## src/rtl/pb_irq_pkg.sv

```systemverilog
// Shared definitions for the PicoBlaze interrupt controller: FSM states,
// default I/O port addresses and the cause register layout.
package pb_irq_pkg;

  typedef enum logic [1:0] {
    ST_IDLE   = 2'd0,
    ST_ASSERT = 2'd1,
    ST_ACKED  = 2'd2
  } irq_state_t;

  localparam logic [7:0] DEF_PORT_MASK  = 8'h10;
  localparam logic [7:0] DEF_PORT_PEND  = 8'h11;
  localparam logic [7:0] DEF_PORT_CAUSE = 8'h12;
  localparam logic [7:0] DEF_PORT_OVR   = 8'h13;

  localparam int CAUSE_VALID_BIT = 7;

endpackage

```

## src/rtl/prio_enc8.sv

```systemverilog
// Lowest-index-wins priority encoder over eight request lines.
module prio_enc8 (
  input  logic [7:0] req,
  output logic [2:0] idx,
  output logic       any
);

  // Scan from the top down so the lowest set bit is the last one written.
  always_comb begin
    idx = 3'd0;
    any = 1'b0;
    for (int i = 7; i >= 0; i--) begin
      if (req[i]) begin
        idx = 3'(i);
        any = 1'b1;
      end
    end
  end

endmodule

```

## src/rtl/pb_irq_ctrl.sv

```systemverilog
// Edge-triggered interrupt controller for kcpsm6. Collects rising edges on
// up to eight sources into a pending register, raises `interrupt` for the
// lowest-index enabled source and records which one was serviced in the
// cause register when the processor acknowledges.
module pb_irq_ctrl
  import pb_irq_pkg::*;
#(
  parameter int         NUM_SRC    = 4,
  parameter logic [7:0] PORT_MASK  = DEF_PORT_MASK,
  parameter logic [7:0] PORT_PEND  = DEF_PORT_PEND,
  parameter logic [7:0] PORT_CAUSE = DEF_PORT_CAUSE,
  parameter logic [7:0] PORT_OVR   = DEF_PORT_OVR
) (
  input  logic               sysclk,
  input  logic               sysreset,
  input  logic [NUM_SRC-1:0] irq_src,
  input  logic [7:0]         port_id,
  input  logic               write_strobe,
  input  logic               read_strobe,
  input  logic [7:0]         io_data_in,
  output logic [7:0]         io_data_out,
  output logic               interrupt,
  input  logic               interrupt_ack
);

  logic [NUM_SRC-1:0] src_q;
  logic [NUM_SRC-1:0] pending;
  logic [NUM_SRC-1:0] overrun;
  logic [NUM_SRC-1:0] mask;
  logic [NUM_SRC-1:0] rise;
  logic [NUM_SRC-1:0] pend_w1c;
  logic [NUM_SRC-1:0] ovr_w1c;
  logic [NUM_SRC-1:0] ack_clr;
  logic [7:0]         enabled;
  logic [7:0]         ack_onehot;
  logic [2:0]         win_idx;
  logic               win_any;
  logic               cause_valid;
  logic [2:0]         cause_idx;
  logic               ack_take;
  logic               wr_mask;
  logic               wr_pend;
  logic               wr_ovr;
  logic               rd_cause;
  irq_state_t         state;
  irq_state_t         state_next;
  logic               unused_bits;

  assign rise     = irq_src & ~src_q;
  assign wr_mask  = write_strobe && (port_id == PORT_MASK);
  assign wr_pend  = write_strobe && (port_id == PORT_PEND);
  assign wr_ovr   = write_strobe && (port_id == PORT_OVR);
  assign rd_cause = read_strobe && (port_id == PORT_CAUSE);
  assign pend_w1c = wr_pend ? io_data_in[NUM_SRC-1:0] : '0;
  assign ovr_w1c  = wr_ovr ? io_data_in[NUM_SRC-1:0] : '0;

  assign ack_onehot = 8'b1 << win_idx;
  assign ack_clr    = ack_take ? ack_onehot[NUM_SRC-1:0] : '0;

  // Bits of the write bus and one-hot above NUM_SRC carry no meaning.
  assign unused_bits = ^{io_data_in, ack_onehot};

  // Widen the enabled-pending vector to the encoder's fixed 8-bit input.
  always_comb begin
    enabled = '0;
    enabled[NUM_SRC-1:0] = pending & mask;
  end

  prio_enc8 u_prio (
    .req (enabled),
    .idx (win_idx),
    .any (win_any)
  );

  // Request handshake: the winner is taken from the ack cycle itself, and a
  // request whose enabled sources all vanish is withdrawn silently.
  always_comb begin
    state_next = state;
    ack_take   = 1'b0;
    case (state)
      ST_IDLE: begin
        if (win_any) state_next = ST_ASSERT;
      end
      ST_ASSERT: begin
        if (!win_any) begin
          state_next = ST_IDLE;
        end else if (interrupt_ack) begin
          ack_take   = 1'b1;
          state_next = ST_ACKED;
        end
      end
      ST_ACKED: begin
        state_next = ST_IDLE;
      end
      default: begin
        state_next = ST_IDLE;
      end
    endcase
  end

  // State register; interrupt is registered so kcpsm6 sees a clean level.
  always_ff @(posedge sysclk) begin
    if (sysreset) begin
      state     <= ST_IDLE;
      interrupt <= 1'b0;
    end else begin
      state     <= state_next;
      interrupt <= (state_next == ST_ASSERT);
    end
  end

  // Edge history, pending/overrun bookkeeping and mask; new events win over
  // clears landing in the same cycle.
  always_ff @(posedge sysclk) begin
    if (sysreset) begin
      src_q   <= irq_src;
      pending <= '0;
      overrun <= '0;
      mask    <= '0;
    end else begin
      src_q   <= irq_src;
      pending <= (pending & ~(pend_w1c | ack_clr)) | rise;
      overrun <= (overrun & ~ovr_w1c) | (rise & pending);
      if (wr_mask) mask <= io_data_in[NUM_SRC-1:0];
    end
  end

  // Cause register: an ack records the winner; reading it drops valid only.
  always_ff @(posedge sysclk) begin
    if (sysreset) begin
      cause_valid <= 1'b0;
      cause_idx   <= 3'd0;
    end else if (ack_take) begin
      cause_valid <= 1'b1;
      cause_idx   <= win_idx;
    end else if (rd_cause) begin
      cause_valid <= 1'b0;
    end
  end

  // Combinational read mux; unmapped ports return zero for OR-ing into in_port.
  always_comb begin
    io_data_out = 8'h00;
    case (port_id)
      PORT_MASK:  io_data_out[NUM_SRC-1:0] = mask;
      PORT_PEND:  io_data_out[NUM_SRC-1:0] = pending;
      PORT_OVR:   io_data_out[NUM_SRC-1:0] = overrun;
      PORT_CAUSE: begin
        io_data_out[CAUSE_VALID_BIT] = cause_valid;
        io_data_out[2:0]             = cause_idx;
      end
      default:    io_data_out = 8'h00;
    endcase
  end

endmodule

```

## config.mk

```make
export PLATFORM = sky130hd
export DESIGN_NAME = pb_irq_ctrl
export DESIGN_NICKNAME = d
export VERILOG_FILES = /design/src/rtl/pb_irq_pkg.sv /design/src/rtl/prio_enc8.sv /design/src/rtl/pb_irq_ctrl.sv
export SDC_FILE = /design/constraint.sdc
export NUM_CORES = 1
export LEC_CHECK = 0
export ABC_CLOCK_PERIOD_IN_PS = 1500
export BUFFER_PORTS_ARGS = -buffer_cell sky130_fd_sc_hd__buf_2
export CELL_PAD_IN_SITES_DETAIL_PLACEMENT = 0
export CELL_PAD_IN_SITES_GLOBAL_PLACEMENT = 1
export CORE_ASPECT_RATIO = 1.5
export CORE_UTILIZATION = 33
export CTS_CLUSTER_DIAMETER = 150
export CTS_CLUSTER_SIZE = 40
export DETAILED_ROUTE_END_ITERATION = 10
export GPL_TIMING_DRIVEN = 0
export PLACE_DENSITY = 0.73
export SLEW_MARGIN = 15
export SYNTH_ARGS = -nofsm -noshare
export SYNTH_HDL_FRONTEND = slang
export SYNTH_SLANG_ARGS = --single-unit
```

## constraint.sdc

```tcl
create_clock -name sysclk -period 1.5 [get_ports sysclk]
set_input_delay 0.3 -clock sysclk [delete_from_list [all_inputs] [get_ports sysclk]]
set_output_delay 0.3 -clock sysclk [all_outputs]
set_load 0.03 [all_outputs]
```

== Word level (Yosys, flattened, before mapping) ==
Cells that the tools add are included.

* Reductions and logical operators: 6
* Mux-type cells: 23
* Equal/unequal tests: 6
* Shifts and indexed selects: 1
* Bitwise gates (word level): 11

{| class="wikitable"
|+ Operators with widths
! cell !! count
|-
| equality test 8 x 5 -> 1 bit, second input constant || 4
|-
| bitwise AND 4 bit || 5
|-
| 2-to-1 mux 2 bit || 7
|-
| 2-to-1 mux 4 bit || 3
|-
| inverter 4 bit || 3
|-
| bitwise OR 4 bit || 3
|-
| one-hot mux 3 bit (4 select lines) || 1
|-
| 2-to-1 mux 1 bit || 10
|-
| equality test 2 x 1 -> 1 bit, second input constant || 2
|-
| logical AND 1 bit || 4
|-
| one-hot mux 2 bit (2 select lines) || 1
|-
| left shift 1 x 3 -> 4 bit, first input constant || 1
|-
| one-hot mux 1 bit (3 select lines) || 1
|-
| logical NOT 2 bit || 1
|-
| nonzero test 2 bit || 1
|}

* Output and inout port bits: 9
* Logic and storage cells: 55
* Input port bits: 25
* Register bits after elaboration: 23

== Logic depth before layout (Yosys ltp) ==
Gate-level depths: netlist of the first run.

* Depth in word-level cells: 12
* Depth in mapped cells: 5
* Mapped depth without buffers: 4

== Modules after synthesis ==
A second synthesis of the first run with hierarchy kept.

* Cells, all modules: 132
* Area, all modules: 1214.9 sq um

{| class="wikitable"
|+ By module, submodules not included
! module !! instances !! cells each !! area each (sq um) !! seq. area each (sq um)
|-
| pb_irq_ctrl || 1 || 119 || 1134.8 || 460.4
|-
| prio_enc8 || 1 || 13 || 80.1 || 0.0
|}

== Worst setup path before layout of the first run ==
Ideal clock, no wire load.

* Kind: input port to output port
* Start: input port_id[3]
* End: output io_data_out[7]
* Data required time: 1200 ps
* Arrival: 1312 ps
* Path buffers: 0
* Stages: 4
* Setup slack: -112 ps
* Cells stage by stage: nor4b_4 nand2_1 nor3b_2 and2_1

* Cells in the longest elaborated chain, start to end: 2

{| class="wikitable"
|+ RTL lines
! item !! line !! text
|-
| start: declaration || pb_irq_ctrl.sv:17 || <nowiki>input logic [7:0] port_id,</nowiki>
|-
| equality test 8 x 5 -> 1 bit || pb_irq_ctrl.sv:144 || <nowiki>case (port_id)</nowiki>
|-
| 2-to-1 mux 1 bit || pb_irq_ctrl.sv:144 ||
|-
| end: declaration || pb_irq_ctrl.sv:21 || <nowiki>output logic [7:0] io_data_out,</nowiki>
|}

Every way passes these cells.

== Worst setup path in the final report of the first run ==
* Start: register mask[0]
* End: output io_data_out[0]

* Cells in the longest elaborated chain, start to end: 1

{| class="wikitable"
|+ RTL lines
! item !! line !! text
|-
| start: declaration || pb_irq_ctrl.sv:29 || <nowiki>logic [NUM_SRC-1:0] mask;</nowiki>
|-
| start signal: assignment || pb_irq_ctrl.sv:124 || <nowiki>if (wr_mask) mask <= io_data_in[NUM_SRC-1:0];</nowiki>
|-
| one-hot mux 3 bit (4 select lines) || pb_irq_ctrl.sv:144 ||
|}

Every way passes these cells.

==> results of run 1 <==
[metal layers]
metal,global-route usage,share of wire
met1,0.169,0.39
met2,0.300,0.54
met3,0.0276,0.038
met4,0.101,0.031
met5,0,0
[what timing repair did]
action | CTS | global route
endpoints found under the hold margin | 0 | 0
pin swaps | 5 | 2
setup endpoints to repair | 5 | 5
gates resized for setup | 25 | 6
hold buffers | 0 | 0
buffers inserted | 7 | 4
[cells by family (layout without fill, tap and decap cells)]
kind of cell / after synthesis / count (layout)
simple gates: 46 / 46
compound gates: 26 / 26
other cells: 1 / 3
flops: 22 / 22
mux: 8 / 8
buf+inv: 10 / 48
[cell usage after synthesis, types with 2 or more instances]
library cell / n / area [um^2]
clkbuf_1: 2 / 7.51
and3_2: 2 / 15.0
buf_4: 3 / 22.5
nand3_1: 7 / 35.0
o21ai_0: 4 / 20.0
nor2_1: 10 / 37.5
mux2i_1: 4 / 40.0
a2111oi_0: 2 / 17.5
and3b_1: 2 / 17.5
nand2_1: 7 / 26.3
buf_2: 3 / 15.0
nor3_1: 2 / 10.0
inv_1: 2 / 7.51
nand3b_1: 2 / 15.0
and3b_2: 2 / 20.0
mux4_2: 2 / 45.0
nor2b_1: 3 / 18.8
a22o_1: 2 / 17.5
a22oi_1: 3 / 22.5
a21oi_1: 9 / 45.0
mux2_2: 2 / 22.5
dfxtp_1: 22 / 440
[report_power, final]
part           internal (mW)  total (mW)  switching [mW]
clock                  0.179       0.353           0.174
sequential             0.598       0.605         0.00779
combinational         0.0756       0.154          0.0785
[per-stage QoR]
| stage | instance area [um^2] | setup WS (ps) | instances | TNS, ps | utilization |
|---|---|---|---|---|---|
| floorplan | 1090 | -65.9 | 115 | -174 | - |
| global placement | 1270 | -383 | 180 | -1270 | 0.405 |
| detailed placement | 1270 | -390 | 180 | -1410 | 0.405 |
| CTS | 1430 | -166 | 189 | -430 | 0.456 |
| global route | 1480 | -191 | 193 | -639 | 0.472 |
| finish | 1480 | -162 | 193 | -403 | 0.472 |
[layout make-up]
type / instances / area [um^2] / share of cell area
inverters: 2 / 7.51 / 0.00509
clock buffers: 3 / 41.3 / 0.0280
plain buffers: 7 / 50.0 / 0.0339
repair buffers: 36 / 250 / 0.170
flip-flops and latches: 22 / 458 / 0.310
well taps: 40 / 50.0 / 0.0339
multi-input cells: 83 / 618 / 0.419
[worst max-delay path, delay by kind of cell (launching register included)]
| family | cells | cell delay [ps] |
|---|---|---|
| buffers and inverters | 1 | 130 |
| flip-flops | 1 | 350 |
| AND/OR/NAND/NOR | 1 | 180 |
| multiplexers | 1 | 450 |
[registers in the layout, summed over array words and instances (netlist names)]
register / cells
cause_idx: 2
state: 2
src_q: 4
interrupt: 1
pending: 4
cause_valid: 1
mask: 4
overrun: 4
[worst paths after layout]
path	startpoint	end	slack, ps	cells after the start
worst max-delay path	mask[0]$_SDFFE_PP0P_	io_data_out[0]	-160	3
worst max register to register	pending[1]$_SDFF_PP0_	cause_valid$_SDFFE_PP0P_	160	5
worst min-delay path	irq_src[2]	src_q[2]$_DFF_P_	150	1
worst min register to register	state[1]$_SDFF_PP0_	state[0]$_SDFF_PP0_	440	1
==> run metrics, run 1 <==
commonest cells after routing, fill and taps aside=buf_2 (18), buf_4 (16), dfxtp_1 (16); status=finished, violations left; Finish-stage setup viols=4; antenna-violating nets left=0; First-pass DRT Iterations=4; Synth async-reset ratio=0; Clk pin slew, worst setup/hold paths=80 ps; Slowest-stage cell, CP=mux4_2; relative slew slack=0.658; main combinational cell family by area after synthesis=simple AND/OR/NAND/NOR gates; GRT Util Overall=0.163; critical path required time=1200 ps; # rows=25; Slew @ Worst Pin=512 ps; num ports=34; mapped cell area=1070 um^2; setup slack after layout=-162 ps; post-synthesis simple-gate area fraction=0.269; core region area=3130 um^2; fmax=602 MHz; Seq cells post-synth=22; fin. max-slew vios=0; Final Wtd Congestion=0.847; drt wl/cell=13.8 um; multiplexer area fraction after synthesis=0.100; final period utilization=1.11; Main synth FF type=dfxtp_1; failing checks=setup timing; syn_area_per_cell=9.48 um^2; clock buffer depth=2; GRT overflow=0; vias in the first global route=982; Initial Util=0.342; vias=982; pwr dens=754 nW/um^2; die height=71.8 um; Layout Area Growth over Synthesis=37.7%; kind of critical path=register to primary output; Final nets=180; # DRC=0; commonest non-fill, non-tap cell in the layout=buf_2; first-pass GRT wire length=4330 um; root buffer cell=clkbuf_8; H-tree depth=1; Seq/Total Area, Yosys=0.411; Die Span X=48.5 um; number of synthesized flops with an enable pin=0; Final Skew=4.76 ps; P_leak=0.628 nW; clk sinks=22; share of cells above drive strength 1=0.477; RSZ-0062 raised after global routing=yes; CTS Buf Count=3; FILL cells=303; DR vias/cell=5.09; Synth Area in Compound Gates=0.167; maximum number of pins on one net before global-route repair=12; crit path launch type=register; Fin. Hold Viols=0; Hold Slack=149 ps; Starting DRT DRC Count=16; Synth Area in Adders=0; DP Wirelength=1860 um; initial antenna violation count=0; number of diodes=0; Critical Path Fanout Max=2; synth warn=0; clk_lat worst skew=250 ps; Cells after Synth=113; Die ar.=3480 um^2; critical-path cell list=mux4_2 > and3_4 > buf_6; Netlist cell types=38; CTS tree=yes; Arr. time, crit path=1360 ps; max cap viols=0; Min-Delay Path Class=input pin to register; Max VDD drop=468 uV; min Tclk post-route=1660 ps; Setup crit end kind=primary output; Routed WL=2660 um; IO buf count=25; Power Total=1.11 mW; Slowest Stage Delay on Critical Path=450 ps; xor/xnor share of the synthesized area=0
Note: power is estimated with default switching activity, not from simulation.
==> inputs of run 2 (changes only) <==
--- a/config.mk
+++ b/config.mk
@@ -6,5 +6,5 @@
 export NUM_CORES = 1
 export LEC_CHECK = 0
-export ABC_CLOCK_PERIOD_IN_PS = 1500
+export ABC_CLOCK_PERIOD_IN_PS = 1400
 export BUFFER_PORTS_ARGS = -buffer_cell sky130_fd_sc_hd__buf_2
 export CELL_PAD_IN_SITES_DETAIL_PLACEMENT = 0
==> constraint.sdc (replaced) <==
create_clock -name sysclk -period 1.4 [get_ports sysclk]
set_input_delay 0.28 -clock sysclk [delete_from_list [all_inputs] [get_ports sysclk]]
set_output_delay 0.28 -clock sysclk [all_outputs]
set_load 0.01 [all_outputs]
==> run metrics, run 2 (synthesis gave the netlist of run 1 again) <==
status=finished, violations left; failing checks=setup timing; commonest cells after routing, fill and taps aside=buf_2 (20), dfxtp_1 (16), buf_4 (12); first-pass GRT wire length=4220 um; vias=982; Final nets=177; Die ar.=3480 um^2; Max VDD drop=455 uV; # DRC=0; final core utilization=0.463; combinational power share=0.128; num ports=34; core region area=3130 um^2; clock buffer depth=2; commonest non-fill, non-tap cell in the layout=buf_2; clk_lat worst skew=260 ps; Fin. Hold Viols=0; # rows=25; switching power=0.267 mW; min Tclk post-route=1640 ps; internal power=0.908 mW; share of cells above drive strength 1=0.447; DR vias/cell=5.17; Routed WL=2600 um; Sequential Power Share=0.552; max cap viols=0; pwr dens=812 nW/um^2; number of diodes=0; initial antenna violation count=0; CTS tree=yes; crit path launch type=register; final period utilization=1.17; Initial Util=0.342; Sw Ratio=0.228; cts-stage hold buffer count=0; Finish-stage setup viols=5; kind of critical path=register to primary output; Arr. time, crit path=1360 ps; Clk pin slew, worst setup/hold paths=70 ps; Min-Delay Path Class=input pin to register; clk sinks=22; P_leak=0.619 nW; Clock power frac=0.320; fmax=611 MHz; Starting DRT DRC Count=16; Finished Cell Area=1450 um^2; Setup crit end kind=primary output; CTS Buf Count=3; critical path required time=1120 ps; GRT overflow=0; DP Wirelength=1860 um; drt wl/cell=13.7 um; Post-DP Area=1260 um^2; maximum number of pins on one net before global-route repair=12; H-tree depth=1; antenna-violating nets left=0; First-pass DRT Iterations=4; Layout Area Growth over Synthesis=35.2%; Final Wtd Congestion=0.790; IO buf count=25; Hold Slack=133 ps; root buffer cell=clkbuf_8; setup slack after layout=-238 ps; vias in the first global route=965; Power Total=1.18 mW; TNS Setup=-755 ps; fin. max-slew vios=0; Die Span X=48.5 um; Critical Path Fanout Max=2; Final Skew=3.93 ps; GRT Util Overall=0.158; die height=71.8 um; RSZ-0062 raised after global routing=yes
run 2: layout make-up:
type | instances | area, um^2
buffer | 7 | 46.3
clock buffer | 3 | 41.3
fill | 308 | 1680
inverter | 2 | 7.51
multi-input combinational | 83 | 626
sequential | 22 | 458
tap | 40 | 50.0
timing repair buffer | 33 | 219
run 2: what timing repair did:
action	in CTS	in global routing
gates cloned	0	0
endpoints found under the setup margin	5	7
pin swaps	3	3
resized for setup	17	9
buffers inserted	7	1
run 2: final timing paths:
path                    startpoint                         to  slack (ps)  depth (start not counted)
max           mask[0]$_SDFFE_PP0P_             io_data_out[0]        -240                          3
min                     irq_src[2]           src_q[2]$_DFF_P_         130                          1
max reg2reg  pending[1]$_SDFF_PP0_  cause_idx[0]$_SDFFE_PP0P_          80                          5
min reg2reg    state[1]$_SDFF_PP0_       interrupt$_SDFF_PP0_         430                          1
run 2: routing by layer:
layer,track usage,wire (um),vias to the layer above
li1,-,-,485
met1,0.176,1070,467
met5,0,0,-
met3,0.0212,99,4
met4,0.0784,33,0
met2,0.291,1400,26
run 2: worst max-delay path, cell delays in order (launching register included):
cell and delay (ps):
dfxtp_4 340, mux4_2 460, and3_4 190, buf_6 110
run 2: power groups by stage:
stage / Combinational (mW) / Clock, mW / Sequential, mW
finish: 0.151 / 0.376 / 0.649
global route: 0.165 / 0.419 / 0.650
CTS: 0.141 / 0.391 / 0.648
detailed placement: 0.117 / 0 / 0.674
global placement: 0.115 / 0 / 0.673
floorplan: 0.0704 / 0 / 0.669
run 2: stage by stage:
| stage | std cells | setup WS, ps |
|---|---|---|
| 4_1_cts | 189 | -237 |
| 2_1_floorplan | 115 | -22.9 |
| 6_report | 190 | -238 |
| 3_3_place_gp | 180 | -377 |
| 5_1_grt | 190 | -264 |
| 3_5_place_dp | 180 | -376 |
==> inputs of run 3 (changes only) <==
- PLACE_DENSITY: 0.73 -> 0.82
==> run metrics, run 3 (synthesis gave the netlist of run 1 again) <==
vias in the first global route=928; vias=982; number of diodes=0; Min-Delay Path Class=input pin to register; combinational power share=0.123; fin. max-slew vios=0; pwr dens=850 nW/um^2; cts-stage hold buffer count=0; IO buf count=25; GRT Util Overall=0.154; # DRC=1; DR vias/cell=5.14; Finish-stage setup viols=5; DP Wirelength=1900 um; status=finished, violations left; failing checks=DRC, setup timing; fmax=613 MHz; Starting DRT DRC Count=22; CTS Buf Count=3; first-pass GRT wire length=4120 um; Setup crit end kind=primary output; final period utilization=1.17; Hold Startpoint=irq_src[1]; RSZ-0062 raised after global routing=yes; clock buffer depth=2; Sequential Power Share=0.521; internal power=0.968 mW; clk_lat worst skew=260 ps; switching power=0.279 mW; Fin. Hold Viols=0; initial antenna violation count=0; drt wl/cell=14.0 um; critical path required time=1120 ps; GRT overflow=0; setup slack after layout=-232 ps; commonest non-fill, non-tap cell in the layout=buf_2; final core utilization=0.469; Routed WL=2670 um; Critical Path Fanout Max=10; min Tclk post-route=1630 ps; # rows=25; commonest cells after routing, fill and taps aside=buf_2 (20), dfxtp_1 (16), buf_4 (12); Final nets=177; antenna-violating nets left=0; Clock power frac=0.357; root buffer cell=clkbuf_8; CTS tree=yes; maximum number of pins on one net before global-route repair=13; crit path launch type=input pin; kind of critical path=input pin to primary output; Initial Util=0.342; share of cells above drive strength 1=0.457; Die ar.=3480 um^2; Arr. time, crit path=1350 ps; max cap viols=0; core region area=3130 um^2; P_leak=0.628 nW; Power Total=1.25 mW; Die Span X=48.5 um; Layout Area Growth over Synthesis=36.9%; die height=71.8 um; num ports=34; worst r2r src=pending[1]$_SDFF_PP0_; H-tree depth=1; Worst Setup SP=port_id[0]; Max VDD drop=409 uV; clk sinks=22; Sw Ratio=0.224; First-pass DRT Iterations=7; Final Skew=4.97 ps; Clk pin slew, worst setup/hold paths=80 ps; Final Wtd Congestion=0.777
run 3: cell count changes in the layout (fill, tap and decap cells not counted):
cell and change:
a22oi_1 -1, a22oi_2 +1, clkbuf_8 +1, o21ai_0 -1, o21ai_1 +1
run 3: layer usage:
metal,global-route usage,share of wire,vias up
li1,-,-,483
met2,0.308,0.59,23
met5,0,0,-
met1,0.160,0.37,474
met3,0.0212,0.027,2
met4,0.0588,0.010,0
run 3: per-stage QoR:
| step | instances | setup slack (ps) | setup TNS (ps) | hold WS (ps) | instance area (um^2) |
|---|---|---|---|---|---|
| floorplan | 115 | -22.9 | -62.9 | 308 | 1080 |
| finish | 191 | -232 | -752 | 131 | 1470 |
| global route | 191 | -258 | -960 | 132 | 1470 |
| CTS | 189 | -238 | -775 | 130 | 1410 |
| detailed placement | 180 | -383 | -2090 | 399 | 1260 |
| global placement | 180 | -374 | -1940 | 393 | 1260 |
run 3: path summary, 6_finish.rpt:
kind / endpoint / slack (ps) / cells after the start
setup / recovery: io_data_out[0] / -230 / 5
hold / removal: src_q[1]$_DFF_P_ / 130 / 1
setup reg to reg: cause_valid$_SDFFE_PP0P_ / 80 / 5
hold reg to reg: interrupt$_SDFF_PP0_ / 440 / 1
run 3: timing repair:
| item | CTS | global route |
|---|---|---|
| endpoints found under the hold margin | 0 | 0 |
| pin swaps | 3 | 4 |
| resized for setup | 18 | 10 |
| setup buffers | 6 | 2 |
| setup endpoints to repair | 5 | 7 |
run 3: power by group through the flow:
stage	Combinational (mW)	Sequential (mW)	Clock, mW
2_1_floorplan	0.0704	0.669	0
3_3_place_gp	0.114	0.673	0
3_5_place_dp	0.118	0.674	0
4_1_cts	0.139	0.649	0.457
5_1_grt	0.165	0.651	0.480
6_report	0.153	0.649	0.445
run 3: cell type report:
type	count	area, um^2
clock buffer	4	55.1
multi-input combinational	83	631
tap	40	50.0
fill	309	1660
sequential	22	458
timing repair buffer	33	219
inverter	2	7.51
buffer	7	46.3
run 3: worst max-delay path, cell delays in order:
cell,delay [ps]
buf_2,100
buf_6,160
mux4_2,520
and3_4,180
buf_6,110
